### src/rtl/bcd_to_binary_sequencer_pkg.sv
// Shared definitions for the BCD-to-binary sequencer: FSM states and digit constants.
package bcd_to_binary_sequencer_pkg;

    typedef enum logic [1:0] {
        IDLE = 2'd0,
        CONV = 2'd1,
        DONE = 2'd2
    } state_t;

    localparam logic [3:0]  BCD_MAX_DIGIT = 4'd9;
    localparam int unsigned MUL_TEN       = 10;

endpackage

### src/rtl/bcd_to_binary_sequencer_digit_mac.sv
// Combinational digit step: acc*10 + digit, with a flag for non-decimal nibbles.
module bcd_digit_mac
    import bcd_to_binary_sequencer_pkg::*;
#(
    parameter int unsigned ACC_W = 20
) (
    input  logic [ACC_W-1:0] acc,
    input  logic [3:0]       digit,
    output logic [ACC_W-1:0] acc_next,
    output logic             bad
);

    // Accumulate one decimal digit and flag anything above 9
    always_comb begin
        acc_next = acc * ACC_W'(MUL_TEN) + ACC_W'(digit);
        bad      = (digit > BCD_MAX_DIGIT);
    end

endmodule

### src/rtl/bcd_to_binary_sequencer.sv
// Sequential packed-BCD to binary converter, one digit per cycle, MSD first,
// with valid/ready handshakes on both sides.
module bcd_to_binary_sequencer
    import bcd_to_binary_sequencer_pkg::*;
#(
    parameter int unsigned DIGITS = 4
) (
    input  logic                  clk,
    input  logic                  rst_n,
    input  logic [4*DIGITS-1:0]   bcd_in,
    input  logic                  in_valid,
    output logic                  in_ready,
    output logic [4*DIGITS-1:0]   bin_out,
    output logic                  err,
    output logic                  out_valid,
    input  logic                  out_ready
);

    localparam int unsigned IN_W  = 4 * DIGITS;
    localparam int unsigned ACC_W = IN_W + 4;
    localparam int unsigned CNT_W = (DIGITS > 1) ? $clog2(DIGITS) : 1;

    state_t            state;
    state_t            state_next;
    logic [IN_W-1:0]   sreg;
    logic [ACC_W-1:0]  acc;
    logic [ACC_W-1:0]  mac_acc;
    logic [CNT_W-1:0]  cnt;
    logic              err_r;
    logic              mac_bad;
    logic [3:0]        digit;
    logic              last_digit;

    assign digit      = sreg[IN_W-1 -: 4];
    assign last_digit = (cnt == CNT_W'(DIGITS - 1));

    bcd_digit_mac #(
        .ACC_W (ACC_W)
    ) u_mac (
        .acc      (acc),
        .digit    (digit),
        .acc_next (mac_acc),
        .bad      (mac_bad)
    );

    // FSM state register
    always_ff @(posedge clk or negedge rst_n) begin
        if (!rst_n) begin
            state <= IDLE;
        end else begin
            state <= state_next;
        end
    end

    // Next-state and handshake/result outputs
    always_comb begin
        state_next = state;
        in_ready   = 1'b0;
        out_valid  = 1'b0;
        bin_out    = '0;
        err        = 1'b0;
        case (state)
            IDLE: begin
                in_ready = 1'b1;
                if (in_valid) begin
                    state_next = CONV;
                end
            end
            CONV: begin
                if (last_digit) begin
                    state_next = DONE;
                end
            end
            DONE: begin
                out_valid = 1'b1;
                bin_out   = err_r ? '0 : acc[IN_W-1:0];
                err       = err_r;
                if (out_ready) begin
                    state_next = IDLE;
                end
            end
            default: begin
                state_next = IDLE;
            end
        endcase
    end

    // Operand capture and per-digit accumulation datapath
    always_ff @(posedge clk or negedge rst_n) begin
        if (!rst_n) begin
            sreg  <= '0;
            acc   <= '0;
            cnt   <= '0;
            err_r <= 1'b0;
        end else begin
            case (state)
                IDLE: begin
                    if (in_valid) begin
                        sreg  <= bcd_in;
                        acc   <= '0;
                        cnt   <= '0;
                        err_r <= 1'b0;
                    end
                end
                CONV: begin
                    acc   <= mac_acc;
                    err_r <= err_r | mac_bad;
                    cnt   <= cnt + CNT_W'(1);
                    sreg  <= sreg << 4;
                end
                default: begin
                end
            endcase
        end
    end

endmodule

### config.mk
export PLATFORM = sky130hd
export DESIGN_NAME = bcd_to_binary_sequencer
export DESIGN_NICKNAME = d
export VERILOG_FILES = /design/src/rtl/bcd_to_binary_sequencer_pkg.sv /design/src/rtl/bcd_to_binary_sequencer_digit_mac.sv /design/src/rtl/bcd_to_binary_sequencer.sv
export SDC_FILE = /design/constraint.sdc
export NUM_CORES = 1
export LEC_CHECK = 0
export BUFFER_PORTS_ARGS = -buffer_cell sky130_fd_sc_hd__buf_2
export CORE_ASPECT_RATIO = 0.8
export CORE_MARGIN = 10
export CORE_UTILIZATION = 45
export DETAILED_ROUTE_END_ITERATION = 6
export GPL_TIMING_DRIVEN = 0
export PLACE_DENSITY = 0.65
export RECOVER_POWER = 25
export SLEW_MARGIN = 5
export SYNTH_ARGS = -nofsm -noshare
export SYNTH_HDL_FRONTEND = slang
export SYNTH_SLANG_ARGS = --single-unit
### constraint.sdc
create_clock -name clk -period 3.2 [get_ports clk]
set_input_delay 0.32 -clock clk [delete_from_list [all_inputs] [get_ports clk]]
set_output_delay 0.32 -clock clk [all_outputs]
set_load 0.03 [all_outputs]
==> impl_metrics.csv <==
group,metric,value,unit
placed_design,place.detailed.hpwl,5.13,mm
cts,cts_buffer_depth,2,
grt,grt_pass1_vias,2318,
yosys,syn_area_per_cell,8.96,um^2
cts,tritoncts,"done",
timing,period_share,0.951,
cts,htree_levels,2,
timing,setup_viol,0,
layout,diodes,0,
timing,max_freq,0.328,GHz
yosys,synth_xor_area_frac,0.0581,
timing,relSlewSlack,-0.333,
cts,clock-sinks,37,
route,drt_iter0_markers,142,
timing,finalCriticalPeriod,3.04,ns
yosys,synth_compound_area_frac,0.225,
timing,hold_viol_final,0,
timing,rsz0062_at_grt,"no",
pwr,p_switching,1.88,mW
yosys,synth_top_area_share,0.341,
grt,antenna_found_initial,0,
die,num_io_pins,39,
placed_design,numPortBuffers,37,
timing,slew_viol_final,38,
outcome,status,"finished, violations left",
grt,grt_pass1_wl,11.3,mm
layout,post-route-cell-area,3180,um^2
setup_path,crit_path_max_fanout,6,
grt,grt_overflow_total,0,
route,wirelength,6.77,mm
cts,cts-root-buf,"clkbuf_8",
layout,multi_input_area,1790,um^2
setup_path,worstSetupPathType,"reg2reg",
yosys,synthSimpleGateAreaFrac,0.205,
yosys,ys_async_sr_fraction,1.00,
die,core_area,5880,um^2
route,wl_per_cell,15.7,um
route,drc,0,
cts,clock_latency,0.30,ns
run,maxCapViolations,1,
layout,seqCellArea,927,um^2
pwr,p_int,1.97,mW
yosys,syn_inst,303,
grt,grt_start_max_net_pins,38,
route,vias,2369,
route,ant_nets,0,
timing,setup_tns,0,ns
yosys,synth-seq-cells,37,
yosys,synth_area_leaders,"dfrtp_1, ha_1, o21ai_0",
route,first_pass_iters,4,
setup_path,required,3.37,ns
pwr,sw_frac_of_total,0.489,
outcome,violations,"capacitance limit, slew limit",
hold_path,hold_path_class,"in2reg",
pwr,power_frac_clock,0.088,
setup_path,start_kind,"flip-flop",
yosys,yosysTopAreaCell,"dfrtp_1",
cts,cts_hold_buf,0,
yosys,synthMuxAreaShare,0.00738,
pwr,p_leak,1.46,nW
grt,track_usage,0.145,
setup_path,endpoint_kind,"flip-flop",
yosys,ys_seq_area_frac,0.341,
setup_path,critPathArrivalTime,3.21,ns
layout,fill_cells,574,
die,die_h,89.5,um
yosys,synth.distinct_cells,47,
placed_design,postPlaceCellArea,3000,um^2
pwr,power_frac_comb,0.675,
yosys,synth-main-ff-cell,"dfrtp_1",
pwr,powerDensity,1210,nW/um^2
placed_design,place.gp.congestion,0.832,
setup_path,r2r_slack,0.16,ns
pwr,vdd_drop_max,0.599,mV
die,die_area,9560,um^2
layout,fin_nets,398,
yosys,synthAdderAreaFrac,0.139,
route,viasPerCell,5.51,
yosys,synth_top_family_by_area,"compound AO/OA/AOI/OAI gates",
timing,skew,0.0107,ns
die,start_util,0.461,
yosys,synth_edf_count,0,
layout,drive_above_1_share,0.172,
yosys,ys_warn_count,0,
die,rows,25,
die,fp.dieW,107,um
cts,clkTransAtPathRegs,0.07,ns
cts,cts_buffers,5,
layout,syn_to_final_growth,17.0,%
pwr,pwr-share-seq,0.236,
yosys,syn_area,2710,um^2
yosys,syn-num-nets,352,
timing,worstMarginPinSlew,2.00,ns
## power groups by stage
stage               sequential [mW]  combinational [mW]  clock [mW]
finish                        0.909                2.60       0.340
floorplan                     0.828                2.00           0
detailed placement            0.915                2.44           0
CTS                           0.906                2.46       0.346
global route                  0.946                2.95       0.369
global placement              0.909                2.39           0
## per-stage QoR
stage | util | setup slack, ns | hold slack (ns) | instances | power (mW)
after floorplan | - | 0.171 | 0.0244 | 303 | 2.83
after global routing | 0.540 | 0.0275 | 0.213 | 430 | 4.27
after detailed placement | 0.510 | -0.150 | 0.466 | 421 | 3.36
after CTS | 0.526 | 0.00933 | 0.156 | 428 | 3.72
after global placement | 0.510 | -0.101 | 0.478 | 421 | 3.30
final | 0.540 | 0.155 | 0.225 | 430 | 3.85
## state kept, by name (all words and copies together) (netlist names)
signal,flops
acc,16
cnt,2
err_r,1
sreg,16
state,2
## layout make-up
class	count	area share
plain buffers	13	0.0154
well taps	81	0.0319
clock buffers	6	0.0260
inverters	5	0.00591
flip-flops and latches	37	0.292
repair buffers	39	0.0626
clock inverters	1	0.00236
multi-input cells	248	0.564
## synthesized netlist by cell type, types with 5 or more instances
library cell  count
a21oi_1          23
clkbuf_1         13
dfrtp_1          37
nor2b_1          19
xnor2_1           9
a22oi_1          12
inv_1             5
xor2_1            9
nand3_1           5
ha_1             27
nand2_1          26
nor2_1           16
o21ai_0          30
and2_1           18
a22o_1            7
## critical path, stage by stage, from the launching register on
cell and delay [ns]:
dfrtp_1 0.46, ha_1 0.33, ha_1 0.43, a21oi_1 0.11
or3b_1 0.41, a32oi_2 0.27, nand2_2 0.14, or4b_4 0.54
o21ai_1 0.13, o311ai_1 0.10
## layout by cell type, fill, tap and decap left out, types with 3 or more instances in the layout
master / Yosys / layout
dfrtp_1: 37 / 36
buf_2: 0 / 36
o21ai_0: 30 / 29
nand2_1: 26 / 26
ha_1: 27 / 25
a21oi_1: 23 / 23
nor2b_1: 19 / 19
and2_1: 18 / 18
nor2_1: 16 / 16
clkbuf_1: 13 / 14
a22oi_1: 12 / 12
xor2_1: 9 / 9
xnor2_1: 9 / 9
a22o_1: 7 / 7
clkbuf_8: 0 / 6
inv_1: 5 / 5
nand3_1: 5 / 5
a31oi_1: 3 / 3
nor3_1: 3 / 3
## layer usage
metal  routed length (um)  track usage
met5                    0            0
met1                 3460        0.204
met4                   73       0.0380
met3                  296       0.0303
met2                 2930        0.220
## worst paths after layout
check / from / endpoint / cells past startpoint
worst max-delay path: acc[3] / acc[14] / 9
worst min-delay path: out_ready / state[1] / 2
worst max register to register: acc[3] / acc[14] / 9
worst min register to register: cnt[0] / cnt[0] / 1
max in group asynchronous: rst_n / acc[1] / 1
min in group asynchronous: rst_n / sreg[1] / 1
## cell families after synthesis
family                     after synthesis
DFF                                     37
adders and majority gates               29
xor gates and xnor gates                18
buffers and inverters                   18
muxes                                    2
and+or+nand+nor                        104
AOI/OAI and AO/OA                       95
## what timing repair did
item / in CTS / in global routing
pin swaps: 1 / 5
cloned: 0 / 0
endpoints found under the setup margin: 3 / 3
buffers inserted: 0 / 2
gates resized for setup: 1 / 12
No activity file was read; power rests on OpenSTA's default activity.
